===== src/rtl/fft_sequencer_if.sv =====
// fft_sequencer_if: handshake and RAM-control bundle of the FFT sequencer.
// master = sequencer (drives strobes/addresses), slave = datapath/environment.
//   fft_start/fft_done/busy        : transform control
//   load_valid/load_ready/load_we  : sample load handshake, load_addr bit-reversed
//   bf_rd_en/bf_addr_a/b/tw_idx    : butterfly operand read + twiddle index
//   bf_wr_en/bf_wr_addr_a/b        : butterfly write-back
//   stage                          : current butterfly stage
//   out_valid/out_ready/out_addr   : natural-order unload handshake
interface fft_sequencer_if #(
    parameter int LOG2N = 4
);
    logic             fft_start;
    logic             fft_done;
    logic             busy;
    logic             load_valid;
    logic             load_ready;
    logic             load_we;
    logic [LOG2N-1:0] load_addr;
    logic             bf_rd_en;
    logic [LOG2N-1:0] bf_addr_a;
    logic [LOG2N-1:0] bf_addr_b;
    logic [LOG2N-2:0] tw_idx;
    logic             bf_wr_en;
    logic [LOG2N-1:0] bf_wr_addr_a;
    logic [LOG2N-1:0] bf_wr_addr_b;
    logic [LOG2N-1:0] stage;
    logic             out_valid;
    logic             out_ready;
    logic [LOG2N-1:0] out_addr;

    modport master (
        input  fft_start, load_valid, out_ready,
        output fft_done, busy,
        output load_ready, load_we, load_addr,
        output bf_rd_en, bf_addr_a, bf_addr_b, tw_idx,
        output bf_wr_en, bf_wr_addr_a, bf_wr_addr_b,
        output stage, out_valid, out_addr
    );

    modport slave (
        output fft_start, load_valid, out_ready,
        input  fft_done, busy,
        input  load_ready, load_we, load_addr,
        input  bf_rd_en, bf_addr_a, bf_addr_b, tw_idx,
        input  bf_wr_en, bf_wr_addr_a, bf_wr_addr_b,
        input  stage, out_valid, out_addr
    );
endinterface


===== src/rtl/fft_sequencer.sv =====
// fft_sequencer: control for an in-place radix-2 DIT FFT engine.
// Sequences bit-reversed load, LOG2N butterfly stages with a BF_LAT-cycle
// drain barrier each, then natural-order unload and a one-cycle done pulse.
// Ports: clk, rst (async, active high), bus (fft_sequencer_if.master).
module fft_sequencer #(
    parameter int N_POINTS = 16,
    parameter int LOG2N    = 4,
    parameter int BF_LAT   = 3
) (
    input  logic            clk,
    input  logic            rst,
    fft_sequencer_if.master bus
);
    localparam int JW = LOG2N - 1;
    localparam int DW = (BF_LAT > 1) ? $clog2(BF_LAT) : 1;

    localparam logic [LOG2N-1:0] CNT_LAST = LOG2N'(N_POINTS - 1);
    localparam logic [LOG2N-1:0] S_LAST   = LOG2N'(LOG2N - 1);
    localparam logic [LOG2N-1:0] ONE      = LOG2N'(1);
    localparam logic [JW-1:0]    J_LAST   = JW'(N_POINTS / 2 - 1);
    localparam logic [JW-1:0]    J_ONE    = JW'(1);
    localparam logic [DW-1:0]    D_LAST   = DW'(BF_LAT - 1);
    localparam logic [DW-1:0]    D_ONE    = DW'(1);

    localparam logic [2:0] S_IDLE   = 3'd0;
    localparam logic [2:0] S_LOAD   = 3'd1;
    localparam logic [2:0] S_COMP   = 3'd2;
    localparam logic [2:0] S_DRAIN  = 3'd3;
    localparam logic [2:0] S_UNLOAD = 3'd4;
    localparam logic [2:0] S_DONE   = 3'd5;

    logic [2:0]       state;
    logic [LOG2N-1:0] cnt;
    logic [LOG2N-1:0] s;
    logic [JW-1:0]    j;
    logic [DW-1:0]    dcnt;

    logic rd_en;
    logic ld_acc;
    logic out_acc;

    assign rd_en   = (state == S_COMP);
    assign ld_acc  = (state == S_LOAD) && bus.load_valid;
    assign out_acc = (state == S_UNLOAD) && bus.out_ready;

    function automatic logic [LOG2N-1:0] bitrev(input logic [LOG2N-1:0] v);
        logic [LOG2N-1:0] r;
        for (int i = 0; i < LOG2N; i++) r[i] = v[LOG2N-1-i];
        return r;
    endfunction

    // Butterfly addressing, all LOG2N bits wide so results wrap mod N.
    logic [LOG2N-1:0] jx;
    logic [LOG2N-1:0] span;
    logic [LOG2N-1:0] pos;
    logic [LOG2N-1:0] grp;
    logic [LOG2N-1:0] addr_a;
    logic [LOG2N-1:0] addr_b;
    logic [JW-1:0]    tw;

    always_comb begin
        jx     = {1'b0, j};
        span   = ONE << s;
        pos    = jx & (span - ONE);
        grp    = jx >> s;
        addr_a = (grp << (s + ONE)) | pos;
        addr_b = addr_a + span;
        // pos < 2^s <= N/2, so it always fits the twiddle width
        tw     = pos[JW-1:0] << (S_LAST - s);
    end

    logic [LOG2N-1:0] rd_a;
    logic [LOG2N-1:0] rd_b;

    assign rd_a = rd_en ? addr_a : '0;
    assign rd_b = rd_en ? addr_b : '0;

    // Write-back delay line; cleared by reset so no stale write survives.
    logic [BF_LAT-1:0] wp_en;
    logic [LOG2N-1:0]  wp_a [BF_LAT];
    logic [LOG2N-1:0]  wp_b [BF_LAT];

    always_ff @(posedge clk or posedge rst) begin
        if (rst) begin
            wp_en <= '0;
            for (int i = 0; i < BF_LAT; i++) begin
                wp_a[i] <= '0;
                wp_b[i] <= '0;
            end
        end else begin
            wp_en[0] <= rd_en;
            wp_a[0]  <= rd_a;
            wp_b[0]  <= rd_b;
            for (int i = 1; i < BF_LAT; i++) begin
                wp_en[i] <= wp_en[i-1];
                wp_a[i]  <= wp_a[i-1];
                wp_b[i]  <= wp_b[i-1];
            end
        end
    end

    always_ff @(posedge clk or posedge rst) begin
        if (rst) begin
            state <= S_IDLE;
            cnt   <= '0;
            s     <= '0;
            j     <= '0;
            dcnt  <= '0;
        end else begin
            unique case (state)
                S_IDLE: begin
                    if (bus.fft_start) begin
                        state <= S_LOAD;
                        cnt   <= '0;
                    end
                end
                S_LOAD: begin
                    if (ld_acc) begin
                        if (cnt == CNT_LAST) begin
                            state <= S_COMP;
                            cnt   <= '0;
                            s     <= '0;
                            j     <= '0;
                        end else begin
                            cnt <= cnt + ONE;
                        end
                    end
                end
                S_COMP: begin
                    if (j == J_LAST) begin
                        state <= S_DRAIN;
                        j     <= '0;
                        dcnt  <= '0;
                    end else begin
                        j <= j + J_ONE;
                    end
                end
                // Stage barrier: last write of stage s lands before
                // the first read of stage s+1.
                S_DRAIN: begin
                    if (dcnt == D_LAST) begin
                        if (s == S_LAST) begin
                            state <= S_UNLOAD;
                            s     <= '0;
                            cnt   <= '0;
                        end else begin
                            state <= S_COMP;
                            s     <= s + ONE;
                            j     <= '0;
                        end
                    end else begin
                        dcnt <= dcnt + D_ONE;
                    end
                end
                S_UNLOAD: begin
                    if (out_acc) begin
                        if (cnt == CNT_LAST) begin
                            state <= S_DONE;
                            cnt   <= '0;
                        end else begin
                            cnt <= cnt + ONE;
                        end
                    end
                end
                S_DONE: begin
                    state <= S_IDLE;
                end
                default: begin
                    state <= S_IDLE;
                end
            endcase
        end
    end

    assign bus.busy       = (state != S_IDLE);
    assign bus.fft_done   = (state == S_DONE);
    assign bus.load_ready = (state == S_LOAD);
    assign bus.load_we    = ld_acc;
    assign bus.load_addr  = (state == S_LOAD) ? bitrev(cnt) : '0;

    assign bus.bf_rd_en  = rd_en;
    assign bus.bf_addr_a = rd_a;
    assign bus.bf_addr_b = rd_b;
    assign bus.tw_idx    = rd_en ? tw : '0;

    assign bus.bf_wr_en     = wp_en[BF_LAT-1];
    assign bus.bf_wr_addr_a = wp_a[BF_LAT-1];
    assign bus.bf_wr_addr_b = wp_b[BF_LAT-1];

    assign bus.stage = (state == S_COMP || state == S_DRAIN) ? s : '0;

    assign bus.out_valid = (state == S_UNLOAD);
    assign bus.out_addr  = (state == S_UNLOAD) ? cnt : '0;
endmodule


===== src/flat_wrapper.sv =====
// flat-port wrapper written by rule: the top's interface ports become plain ports
module fft_sequencer_flat 
#(
    parameter int N_POINTS = 16,
    parameter int LOG2N    = 4,
    parameter int BF_LAT   = 3
)
  (clk, rst, bus_fft_start, bus_load_valid, bus_out_ready, bus_fft_done, bus_busy, bus_load_ready, bus_load_we, bus_load_addr, bus_bf_rd_en, bus_bf_addr_a, bus_bf_addr_b, bus_tw_idx, bus_bf_wr_en, bus_bf_wr_addr_a, bus_bf_wr_addr_b, bus_stage, bus_out_valid, bus_out_addr);
  fft_sequencer_if #(.LOG2N(LOG2N)) bus_i ();
  input  logic clk;
  input  logic rst;
  input wire logic [$bits(bus_i.fft_start)-1:0] bus_fft_start;
  input wire logic [$bits(bus_i.load_valid)-1:0] bus_load_valid;
  input wire logic [$bits(bus_i.out_ready)-1:0] bus_out_ready;
  output wire logic [$bits(bus_i.fft_done)-1:0] bus_fft_done;
  output wire logic [$bits(bus_i.busy)-1:0] bus_busy;
  output wire logic [$bits(bus_i.load_ready)-1:0] bus_load_ready;
  output wire logic [$bits(bus_i.load_we)-1:0] bus_load_we;
  output wire logic [$bits(bus_i.load_addr)-1:0] bus_load_addr;
  output wire logic [$bits(bus_i.bf_rd_en)-1:0] bus_bf_rd_en;
  output wire logic [$bits(bus_i.bf_addr_a)-1:0] bus_bf_addr_a;
  output wire logic [$bits(bus_i.bf_addr_b)-1:0] bus_bf_addr_b;
  output wire logic [$bits(bus_i.tw_idx)-1:0] bus_tw_idx;
  output wire logic [$bits(bus_i.bf_wr_en)-1:0] bus_bf_wr_en;
  output wire logic [$bits(bus_i.bf_wr_addr_a)-1:0] bus_bf_wr_addr_a;
  output wire logic [$bits(bus_i.bf_wr_addr_b)-1:0] bus_bf_wr_addr_b;
  output wire logic [$bits(bus_i.stage)-1:0] bus_stage;
  output wire logic [$bits(bus_i.out_valid)-1:0] bus_out_valid;
  output wire logic [$bits(bus_i.out_addr)-1:0] bus_out_addr;
  assign bus_i.fft_start = bus_fft_start;
  assign bus_i.load_valid = bus_load_valid;
  assign bus_i.out_ready = bus_out_ready;
  assign bus_fft_done = bus_i.fft_done;
  assign bus_busy = bus_i.busy;
  assign bus_load_ready = bus_i.load_ready;
  assign bus_load_we = bus_i.load_we;
  assign bus_load_addr = bus_i.load_addr;
  assign bus_bf_rd_en = bus_i.bf_rd_en;
  assign bus_bf_addr_a = bus_i.bf_addr_a;
  assign bus_bf_addr_b = bus_i.bf_addr_b;
  assign bus_tw_idx = bus_i.tw_idx;
  assign bus_bf_wr_en = bus_i.bf_wr_en;
  assign bus_bf_wr_addr_a = bus_i.bf_wr_addr_a;
  assign bus_bf_wr_addr_b = bus_i.bf_wr_addr_b;
  assign bus_stage = bus_i.stage;
  assign bus_out_valid = bus_i.out_valid;
  assign bus_out_addr = bus_i.out_addr;
  fft_sequencer #(.N_POINTS(N_POINTS), .LOG2N(LOG2N), .BF_LAT(BF_LAT)) u_core (.clk(clk), .rst(rst), .bus(bus_i));
endmodule

===== config.mk =====
export PLATFORM = sky130hd
export DESIGN_NAME = fft_sequencer_flat
export DESIGN_NICKNAME = d
export VERILOG_FILES = /design/src/rtl/fft_sequencer_if.sv /design/src/rtl/fft_sequencer.sv /design/src/flat_wrapper.sv
export SDC_FILE = /design/constraint.sdc
export NUM_CORES = 1
export LEC_CHECK = 0
export CORE_ASPECT_RATIO = 1.4
export CORE_MARGIN = 2
export CORE_UTILIZATION = 52
export DETAILED_ROUTE_END_ITERATION = 10
export PLACE_DENSITY = 0.78
export SYNTH_ARGS = -nofsm -noshare
export SYNTH_HDL_FRONTEND = slang
export SYNTH_SLANG_ARGS = --single-unit

===== constraint.sdc =====
create_clock -name clk -period 4.32 [get_ports clk]
set_input_delay 0.864 -clock clk [delete_from_list [all_inputs] [get_ports clk]]
set_output_delay 0.864 -clock clk [all_outputs]
set_load 0.02 [all_outputs]

# ---- Yosys cells after proc, flatten, opt, wreduce, memory -nomap -nowiden
# Index checks and enable logic that the tools add are counted.
dict set report totals {
  input_bits 5
  regBits 43
  out_inout_bits 38
}
dict set report op_classes {
  n_shift 4
  n_bitwise 2
  reduce_logical 14
  n_mux 36
  eq_ne 19
  add_sub_neg 7
}
# operator n
set op_table {}
lappend op_table {{4-bit two-way mux} 15}
lappend op_table {{3-bit two-way mux} 14}
lappend op_table {{4-bit one-hot mux with 4 select lines} 1}
lappend op_table {{3-bit one-hot mux with 5 select lines} 1}
lappend op_table {{2-bit by 1-bit inequality test with 1-bit output, second input constant} 6}
lappend op_table {{3-bit == test, second input constant} 3}
lappend op_table {{3-bit one-hot mux with 3 select lines} 1}
lappend op_table {{4-bit by 1-bit adder with 4-bit output, second input constant} 2}
lappend op_table {{2-bit inequality test, second input constant} 4}
lappend op_table {{4-bit one-hot mux with 2 select lines} 1}
lappend op_table {{7-bit AND reduction} 1}
lappend op_table {{3-bit by 2-bit == test with 1-bit output, second input constant} 2}
lappend op_table {{6-bit AND reduction} 1}
lappend op_table {{3-bit nonzero test} 2}
lappend op_table {{5-bit AND reduction} 1}
lappend op_table {{4-bit adder} 1}
lappend op_table {{3-bit by 4-bit AND with 4-bit output} 1}
lappend op_table {{4-bit by 2-bit == test with 1-bit output, second input constant} 1}
lappend op_table {{4-bit == test, second input constant} 1}
lappend op_table {{2-bit two-way mux} 2}
lappend op_table {{4-bit OR} 1}
lappend op_table {{2-bit one-hot mux with 2 select lines} 1}
lappend op_table {{4-bit AND reduction} 1}
lappend op_table {{2-bit nonzero test} 2}
lappend op_table {{other kinds (15)} 16}

# ---- Longest topological paths before layout
# Gate-level depths: netlist (run 1).
dict set report logic_depth {
  word_depth 6
  ltp_mapped 13
}

# ---- Least setup slack after synthesis (run 1)
# Ideal clock, no wire load.
dict set report synth_path {
  path_kind {reg-to-output}
  startpoint {register u_core.s[2]}
  endpoint {output port bus_bf_addr_b[3]}
  path_stages_with_launch 12
  required_ns 3.456
  n_path_buf 1
  t_arrival_ns 2.901
  path_slack_ns 0.555
  path_cell_list {dfrtp_1 or2_0 clkbuf_1 or2_2 ha_1 xor2_1 a32o_1 ha_1 a21oi_1 a211oi_1 a211o_1 a21oi_1}
}
dict set report synth_between {
  elab_chain_cells 6
  word_cells_on_any_way 9
}
# element line_no
set synth_rtl {}
lappend synth_rtl {{start, declared} fft_sequencer.sv:34} ;# logic [LOG2N-1:0] s;
lappend synth_rtl {{start signal, assigned} fft_sequencer.sv:148} ;# s <= s + ONE;
lappend synth_rtl {{parallel branches: the longest is 4 deep, another holds 4-bit by 1-bit adder with 4-bit output} -}
lappend synth_rtl {{4-bit adder *} fft_sequencer.sv:67} ;# addr_b = addr_a + span;
lappend synth_rtl {{4-bit two-way mux *} fft_sequencer.sv:76} ;# assign rd_b = rd_en ? addr_b : '0;
lappend synth_rtl {{end, declared} flat_wrapper.sv:22} ;# output wire logic [$bits(bus_i.bf_addr_b)-1:0] bus_bf_addr_b;
# Mark *: on every way between the ends.

# ---- Final worst setup path (run 1)
dict set report layout_path {
  startpoint {register u_core.s[3]}
  endpoint {output port bus_bf_addr_b[3]}
}
# The elaborated chain is that of the path after synthesis.

==> results.md, run 1 <==
* Final Hold Viols at 0
* Synth Instances at around 230
* PD cells at approximately 560 nW/um^2
* Root Driver: clkbuf_8
* Max FO, Critical Path at 5
* Largest net degree at the start of global routing at 44
* Global-route usage over all layers at between 20% and 30%
* DR vias/cell at ~5.7
* Std-Cell Rows at 28
* CP Data Required Time at between 3 and 4 ns
* Final setup viols at 0
* Vias in the first global route at about 1600
* First-pass GRT wire length at roughly 7700 um
* Clock share of power at roughly 17%
* Count of cell types in the netlist at 46
* Sink Count at 43
* Worst-Skew Late Latency at 0.29 ns
* Worst Reg-to-Reg Cells at 10
* Max-cap violations at 0
* Leak at approximately 1.3 nW
* Die Height at 81.8 um
* Seq cells post-synth at 43
* Average routed wire per standard cell at 15.0 um
* Crit path launch type: flip-flop
* Sequential standard cell area at 1080 sq um
* Net Switching at roughly 0.00064 W
* Share of post-route cells with drive strength above 1 at between 9 and 10%
* Antenna Diode Count at 0
* H-tree levels at 2
* IO buf count at 42
* Core box area at between 4000 and 5000 sq um
* Register area share after synthesis at between 40% and 50%
* Fin worst setup slack at about 0.16 ns
* Worst-Margin Slew at about 0.54 ns
* DRT Pass-1 Iters at 4
* Fin crit period at between 4 and 5 ns
* Reg-to-reg endpoint: u_core.wp_b[11]
* Fill count at ~360
* Routed wl met3 at ~200 um
* Yosys Warn Count at 0
* Initial Util at between 50% and 60%
* Die Wd at ~60 um
* Cts bufs inserted at 5
* Met2 wire length at between 2000 and 2500 um
* Run status: completed
* Fin nets at 280
* CTS clock-pin slew for the worst setup and hold paths at around 0.090 ns
* Slew HR at approximately 64%
* WHS Path Cells at 0
* Hold Buf Count CTS at 0
* CP arrival at about 3.3 ns
* Syn Nets at around 240
* Synth Cell Area at roughly 2300 sq um
* Setup_tns at 0 ns
* RSZ-0062 raised after global routing: true
* Sw Share at between 40% and 50%
* Max Freq at about 240 MHz
* Final clock skew at approximately 0.0069 ns
* Initial antenna violation count at 0
* Post-synth top flop: dfrtp_1
* Iter 0 DRT Violations at 46
* Peak VDD IR at between 0.4 and 0.5 mV
* CTS Buffer Depth at 2
* Area grow syn2layout at 22.9%
* Routed wire length at about 4600 um
* CP Capture Type: primary output
* Uppermost layer routed: met4
* TritonCTS clock tree: done
* Ports at 43
* Vias after detailed routing at approximately 1800
* Hold Path Sink: u_core.bus.bf_wr_addr_a[1]
* Fin crit share at a little over nine tenths
* DP HPWL at 3470 um
* Comb power frac at between 40% and 50%
* Overflow after GRT at 0
* Routability Congestion at 0.930
* Synth Area per Inst at ~10 sq um
* Ys async rst share at 100%
* Die area at slightly below 5000 sq um
* Drt drc at 0
* Sequential share of power at between 30% and 40%
* Worst reg-to-reg setup slack at 1.43 ns
* Power Internal at 0.000913 W
* Wl on met1 at 1990 um
* FF-to-FF Start: u_core.s[3]
* Hold WC Path Type: flip-flop to flip-flop
* Fin. max-slew vios at 0
* Post-route ant nets at 0
* DP Worst Slack at roughly 0.077 ns
* Post-synth EDFFs at 0
* Hold slack final at about 0.35 ns
* Area of the multi-input gates at approximately 1000 sq um
* Worst min-delay path startpoint: u_core.wp_a[5]
* Setup CP Type: flip-flop to primary output
## worst max-delay path, stage by stage, from the launching register on
cell and delay [ns]:
dfrtp_1 0.42, or2_0 0.30, or2_2 0.36, ha_1 0.23, xor2_1 0.17, a32o_1 0.24, ha_1 0.32, a21oi_1 0.22
a211oi_1 0.12, a211o_1 0.27, a21oi_1 0.17, clkbuf_2 0.19
## cell families after synthesis
family | Yosys count | synth area share, %
compound gates | 44 | 13.1
xor+xnor | 4 | 1.56
fa+ha+maj | 11 | 6.45
buf+inv | 34 | 7.23
flops | 43 | 47.8
mux | 7 | 3.22
simple gates | 83 | 20.6
## cells in the final DEF, fill, tap and decap left out, drive strengths merged, types with 3 or more instances in the layout
master / n
a21oi: 10
a32o: 3
and2: 7
and3: 7
buf: 8
clkbuf: 6
clkdlybuf4s50: 39
dfrtp: 43
ha: 10
inv: 16
mux2i: 5
nand2: 11
nand2b: 3
nand3: 7
nand3b: 4
nor2: 17
nor2b: 7
nor3: 8
o21ai: 12
or2: 5
## synth_stat cells (2+ instances only)
cell,count,area share (%)
dfrtp_1,43,48
nor2_1,17,2.8
inv_1,15,2.5
o21ai_0,12,2.7
nand2_1,11,1.8
a21oi_1,10,2.2
ha_1,10,5.6
buf_4,8,2.7
nor3_1,8,1.8
and2_1,7,1.9
and3_1,7,1.9
clkbuf_1,7,1.2
nand3_1,7,1.6
nor2b_1,7,1.9
mux2i_1,5,2.2
buf_2,4,0.89
nand3b_1,4,1.3
or2_2,4,1.1
a32o_1,3,1.3
nand2b_1,3,0.83
a211oi_1,2,0.67
a22o_1,2,0.78
mux2_2,2,1.0
o211ai_1,2,0.67
o221ai_1,2,0.78
o31ai_1,2,0.67
xnor2_1,2,0.78
xor2_1,2,0.78
## final cells by class
cell class,instances,share of cell area [%]
multi-input combinational,149,36.6
clock buffer,5,2.49
sequential,43,38.9
clock inverter,3,0.859
inverter,15,2.04
tap,45,2.04
timing repair buffer,50,17.1
## routing by layer
layer  vias to the layer above  track usage (%)
met2                        62             35.7
met1                       850             26.6
li1                        848                -
met4                         0             7.78
met5                         -                0
met3                         8             2.99
## per-stage QoR
stage | instances | power, W | area [sq um] | utilization (%)
floorplan | 226 | 0.00104 | 2250 | -
global placement | 302 | 0.00129 | 2680 | 63.8
detailed placement | 302 | 0.00130 | 2680 | 63.8
CTS | 310 | 0.00156 | 2770 | 65.9
global route | 310 | 0.00167 | 2770 | 65.8
finish | 310 | 0.00155 | 2770 | 65.8
## what timing repair did
action | in CTS | in global routing
hold endpoints to repair | 0 | 0
buffers inserted | 0 | 0
endpoints found under the setup margin | 3 | 2
gates resized for setup | 3 | 2
## flip-flops by register name (all words and copies together), names as in the netlist
name,count
u_core.bus.bf_wr_addr_a,4
u_core.bus.bf_wr_addr_b,4
u_core.cnt,4
u_core.dcnt,2
u_core.j,3
u_core.s,4
u_core.state,3
u_core.wp_a,8
u_core.wp_b,8
u_core.wp_en,3
## worst max-delay path by stage
stage	start	end	slack, ns	cells after the start
finish	u_core.s[3]	bus_bf_addr_b[3]	0.16	11
global route	u_core.s[0]	bus_bf_addr_b[2]	-0.07	11
detailed placement	u_core.s[3]	bus_bf_addr_b[3]	0.08	11
floorplan	u_core.s[2]	bus_bf_addr_b[3]	0.56	11
CTS	u_core.s[3]	bus_bf_addr_b[3]	0.02	11
global placement	u_core.s[3]	bus_bf_addr_b[3]	0.15	11
## power by group through the flow
stage	clock network [W]	logic (W)	registers (W)
floorplan	0	0.000521	0.000523
global placement	0	0.000734	0.000556
detailed placement	0	0.000741	0.000557
CTS	0.000267	0.000745	0.000549
global route	0.000284	0.000822	0.000565
finish	0.000260	0.000745	0.000550
(Power assumes the default switching activity.)
==> inputs of run 2 (changes only) <==
--- a/config.mk
+++ b/config.mk
@@ -9,6 +9,7 @@
 export CORE_MARGIN = 2
 export CORE_UTILIZATION = 52
 export DETAILED_ROUTE_END_ITERATION = 10
+export MAX_ROUTING_LAYER = met4
 export PLACE_DENSITY = 0.78
 export SYNTH_ARGS = -nofsm -noshare
 export SYNTH_HDL_FRONTEND = slang
==> results.md, run 2 (synthesis gave the netlist of run 1 again) <==
* Fin crit share at 95.6%
* Global-route usage over all layers at roughly a fifth
* CTS clock-pin slew for the worst setup and hold paths at 0.09 ns
* Peak VDD IR at 0.578 mV
* DRT Pass-1 Iters at 4
* Core Util, Final at 66.2%
* Setup CP Type: flip-flop to primary output
* Die Height at between 80 and 90 um
* Crit path launch type: flip-flop
* Iter 0 DRT Violations at 103
* Average routed wire per standard cell at between 10 and 15 um
* Overflow after GRT at 0
* Cts repair resizes at 3
* Setup Buffers After CTS at 0
* Std-Cell Rows at 28
* CP arrival at ~3.3 ns
* Max Freq at 242 MHz
* Vias after detailed routing at roughly 1700
* Worst path bufs/invs at 1
* DP HPWL at 3410 um
* CP Capture Type: primary output
* Hold Buf Count CTS at 0
* Routability Congestion at around 0.9
* Most frequent cells in the layout: dfrtp_1, clkdlybuf4s50_1, nor2_1
* H-tree levels at 2
* Cts bufs inserted at 5
* Fin. max-slew vios at 0
* Slew HR at ~47%
* CP Data Required Time at ~3.5 ns
* Initial Util at a little over half
* Final setup viols at 0
* Top flop regs: u_core.wp_a (8), u_core.wp_b (8)
* Leak at roughly 1.3 nW
* CP peak stage delay at approximately 0.43 ns
* Worst-Skew Late Latency at 0.30 ns
* Post-route ant nets at 0
* Max FO, Critical Path at 5
* Fill count at 330
* First-pass GRT wire length at 7630 um
* Setup_tns at 0 ns
* CTS Buffer Depth at 2
* Post-Place Cells at between 300 and 400
* Most common cell after layout, fill and taps aside: dfrtp_1
* Crit-path most repeated cell: ha_1
* Routed wire length at about 4500 um
* Worst-Margin Slew at between 0.7 and 0.8 ns
* Crit path cell chain: or2_0, or2_2, ha_1, xor2_1, a32o_1, ha_1, a21oi_2, a211oi_2, a211o_1, a21oi_1, clkbuf_2
* Die area at 4880 sq um
* Initial antenna violation count at 0
* Core box area at around 4200 sq um
* Hold WC Path Type: flip-flop to flip-flop
* Slowest stage cell, crit path: dfrtp_1
* Antenna Diode Count at 0
* Drt drc at 0
* Fin crit period at 4.13 ns
* Largest net degree at the start of global routing at 25
* Die Wd at 59.6 um
* RSZ-0062 raised after global routing: false
* Run status: completed
* Fin nets at between 200 and 300
* Root Driver: clkbuf_8
* IO buf count at 42
* Finished Layout Cells at just over 300
* DR vias/cell at between 5 and 6
* Max-cap violations at 0
* PD cells at about 560 nW/um^2
* Area grow syn2layout at 23.7%
* Delay-heaviest family, CP: compound AO/OA/AOI/OAI gates
* Sink Count at 43
* Final Hold Viols at 0
* Final clock skew at around 0.0094 ns
* Share of post-route cells with drive strength above 1 at between 10% and 20%
* TritonCTS clock tree: done
* Vias in the first global route at around 1600
* Ports at 43
-- run 2: changes by cell type in the layout (fill, tap and decap cells not counted), sizes merged --
cell          change
dlymetal6s2s      +1
dlygate4sd2       -1
-- run 2: per-layer routing --
metal  GRT usage (%)  share of wire [%]
met5               -                  0
met4            6.67                1.4
met3            2.68                3.5
met2            34.4                 52
met1            26.6                 43
-- run 2: worst register-to-register path: cells and delay by family, from the launching register on --
kind,cells,cell delay [ns]
AND/OR/NAND/NOR,2,0.69
adder cells (fa/ha/maj),2,0.54
flip-flops,1,0.43
XOR/XNOR,1,0.16
AO/OA/AOI/OAI,5,0.95
-- run 2: final timing paths --
| path | to | from | slack [ns] | cells past startpoint |
|---|---|---|---|---|
| hold reg to reg | u_core.wp_en[1] | u_core.wp_en[0] | 0.35 | 0 |
| min in group asynchronous | u_core.s[3] | rst | 1.02 | 2 |
| hold / removal | u_core.wp_en[1] | u_core.wp_en[0] | 0.35 | 0 |
| setup reg to reg | u_core.wp_b[11] | u_core.s[3] | 1.46 | 10 |
| max in group asynchronous | u_core.wp_b[11] | rst | 2.52 | 3 |
| setup / recovery | bus_bf_addr_b[3] | u_core.s[3] | 0.19 | 11 |
-- run 2: layout make-up --
| class | count | area (sq um) | area share (%) |
|---|---|---|---|
| multi-input combinational | 149 | 1030 | 36.9 |
| tap | 45 | 56.3 | 2.02 |
| sequential | 43 | 1080 | 38.7 |
| clock buffer | 5 | 68.8 | 2.47 |
| inverter | 15 | 56.3 | 2.02 |
| timing repair buffer | 50 | 477 | 17.1 |
| clock inverter | 3 | 23.8 | 0.854 |
-- run 2: per-stage QoR --
| step | instance area [sq um] | worst slack, ns | hold slack, ns | power (W) |
|---|---|---|---|---|
| after floorplan | 2250 | 0.555 | 0.331 | 0.00104 |
| after global placement | 2680 | 0.154 | 0.332 | 0.00129 |
| after detailed placement | 2680 | 0.0685 | 0.336 | 0.00130 |
| after CTS | 2770 | 0.0177 | 0.347 | 0.00156 |
| after global routing | 2780 | 0.0262 | 0.354 | 0.00167 |
| final | 2780 | 0.191 | 0.347 | 0.00156 |
-- run 2: power breakdown --
group	total (W)	leakage, nW	internal, W	switching, W
clock network	0.000260	0.0408	0.000116	0.000144
logic	0.000768	0.699	0.000335	0.000433
registers	0.000529	0.571	0.000464	0.0000652
total	0.00156	1.31	0.000914	0.000642
==> inputs of run 3 (changes only) <==
--- a/config.mk
+++ b/config.mk
@@ -5,12 +5,12 @@
 export SDC_FILE = /design/constraint.sdc
 export NUM_CORES = 1
 export LEC_CHECK = 0
-export CORE_ASPECT_RATIO = 1.4
+export CORE_ASPECT_RATIO = 0.8
 export CORE_MARGIN = 2
-export CORE_UTILIZATION = 52
+export CORE_UTILIZATION = 40
 export DETAILED_ROUTE_END_ITERATION = 10
 export MAX_ROUTING_LAYER = met4
-export PLACE_DENSITY = 0.78
+export PLACE_DENSITY = 0.62
 export SYNTH_ARGS = -nofsm -noshare
 export SYNTH_HDL_FRONTEND = slang
 export SYNTH_SLANG_ARGS = --single-unit
==> results.md, run 3 (synthesis gave the netlist of run 1 again) <==
* Run status: completed
* Setup Buffers After CTS at 0
* Fin. max-slew vios at 0
* Leak at between 1 and 1.5 nW
* Fin crit period at around 4.1 ns
* Drt drc at 0
* Vias after detailed routing at 1726
* Worst Reg-to-Reg Cells at 12
* Fin worst setup slack at around 0.21 ns
* Max-cap violations at 0
* Final Hold Viols at 0
* Share of post-route cells with drive strength above 1 at 10.9%
* Comb power frac at between 40 and 50%
* Max Freq at around 240 MHz
* Die Wd at 87.9 um
* TritonCTS clock tree: done
* Average routed wire per standard cell at 13.7 um
* DRT Pass-1 Iters at 4
* RSZ-0062 raised after global routing: false
* CTS Buffer Depth at 2
* Most common cell after layout, fill and taps aside: dfrtp_1
* Area of the multi-input gates at 1020 sq um
* Die area at 6250 sq um
* Clock share of power at slightly above 20%
* H-tree levels at 2
* Top flop regs: u_core.wp_a (8), u_core.wp_b (8)
* Hold WC Path Type: flip-flop to flip-flop
* Global-route usage over all layers at between 10% and 20%
* WHS Path Cells at 0
* Fin nets at between 200 and 300
* Overflow after GRT at 0
* Finished Layout Cells at about 340
* Power Internal at a little under 0.001 W
* Root Driver: clkbuf_8
* Fill count at 491
* Most frequent cells in the layout: dfrtp_1, clkdlybuf4s50_1, nor2_1
* Area grow syn2layout at 26.7%
* Core Util, Final at a little over half
* CP arrival at around 3.3 ns
* Crit path launch type: flip-flop
* Hold Buf Count CTS at 0
* Worst reg-to-reg setup slack at between 1 and 1.5 ns
* CP startpoint: u_core.s[3]
* Sequential share of power at ~34%
* Final setup viols at 0
* Hold Path Sink: u_core.bus.bf_wr_addr_a[0]
* Net Switching at ~0.00063 W
* Post-Place Cells at 335
* Vias in the first global route at ~1600
* Worst-Skew Late Latency at approximately 0.3 ns
* Slew HR at between 60% and 70%
* FF-to-FF Start: u_core.s[3]
* Sw Share at 39.2%
* Std-Cell Rows at 24
* Routed wire length at about 4700 um
* Hold slack final at roughly 0.34 ns
* Final clock skew at ~0.0084 ns
* Post-route ant nets at 0
* DP HPWL at between 3000 and 4000 um
* Sequential standard cell area at roughly 1100 sq um
* Setup CP Type: flip-flop to primary output
* Initial Util at approximately two fifths
* Iter 0 DRT Violations at 94
* DP Worst Slack at around 0.039 ns
* Worst-Margin Slew at between 0.5 and 0.6 ns
* PD cells at 564 nW/um^2
* Cts repair resizes at 3
* Worst min-delay path startpoint: u_core.wp_a[4]
* DR vias/cell at slightly above 5
* CP Data Required Time at approximately 3.5 ns
* Fin crit share at a little over nine tenths
* Sink Count at 43
* Setup_tns at 0 ns
* First-pass GRT wire length at ~7700 um
* Largest net degree at the start of global routing at 44
* CTS clock-pin slew for the worst setup and hold paths at about 0.090 ns
* Ports at between 40 and 50
* Die Height at a little over 70 um
* Max FO, Critical Path at 5
* Antenna Diode Count at 0
* Cts bufs inserted at 5
* Core box area at ~5400 sq um
* Reg-to-reg endpoint: u_core.wp_b[11]
* CP Capture Type: primary output
* Initial antenna violation count at 0
* IO buf count at 42
* Routability Congestion at approximately 0.9
* Peak VDD IR at roughly 0.28 mV
==> run 3: final cells by class <==
class / instances / area share (%)
clock buffers: 6 / 2.89
clock inverters: 2 / 1.23
inverters: 15 / 1.97
multi-input cells: 149 / 35.9
flip-flops and latches: 43 / 37.7
well taps: 78 / 3.42
repair buffers: 50 / 16.8
==> run 3: layer usage <==
layer / global-route usage [%] / vias up / routed length (um)
met3: 3.50 / 4 / 202
met4: 4.96 / 0 / 30
met1: 24.5 / 826 / 2470
met5: - / - / 0
met2: 21.5 / 44 / 2000
li1: - / 852 / -
==> run 3: worst max-delay path by stage <==
| stage | to | slack, ns |
|---|---|---|
| after floorplan | bus_bf_addr_b[3] | 0.56 |
| after global placement | bus_bf_addr_b[3] | 0.21 |
| after detailed placement | bus_bf_addr_b[3] | 0.04 |
| after CTS | bus_bf_addr_b[2] | 0.006 |
| after global routing | bus_bf_addr_b[3] | 0.03 |
| final | bus_bf_addr_b[3] | 0.21 |
==> run 3: power groups by stage <==
stage | logic [W] | clock network (W) | registers (W)
after floorplan | 0.000521 | 0 | 0.000523
after global placement | 0.000736 | 0 | 0.000550
after detailed placement | 0.000737 | 0 | 0.000554
after CTS | 0.000740 | 0.000338 | 0.000545
after global routing | 0.000817 | 0.000351 | 0.000559
final | 0.000739 | 0.000325 | 0.000546
==> run 3: per-stage QoR <==
| step | power, W | instance area, sq um |
|---|---|---|
| 5_1_grt | 0.00173 | 2850 |
| 2_1_floorplan | 0.00104 | 2250 |
| 4_1_cts | 0.00162 | 2840 |
| 3_3_place_gp | 0.00129 | 2720 |
| 6_report | 0.00161 | 2850 |
| 3_5_place_dp | 0.00129 | 2720 |
==> run 3: critical path, cell delays in order, from the launching register on <==
cell and delay [ns]:
dfrtp_1 0.41, or2_0 0.27, buf_4 0.17, nor2_1 0.15, inv_1 0.06, ha_1 0.21
xor2_1 0.17, a32o_1 0.23, ha_1 0.33, a21oi_2 0.19, a211oi_2 0.10, a211o_1 0.29
a21oi_2 0.18, buf_2 0.19
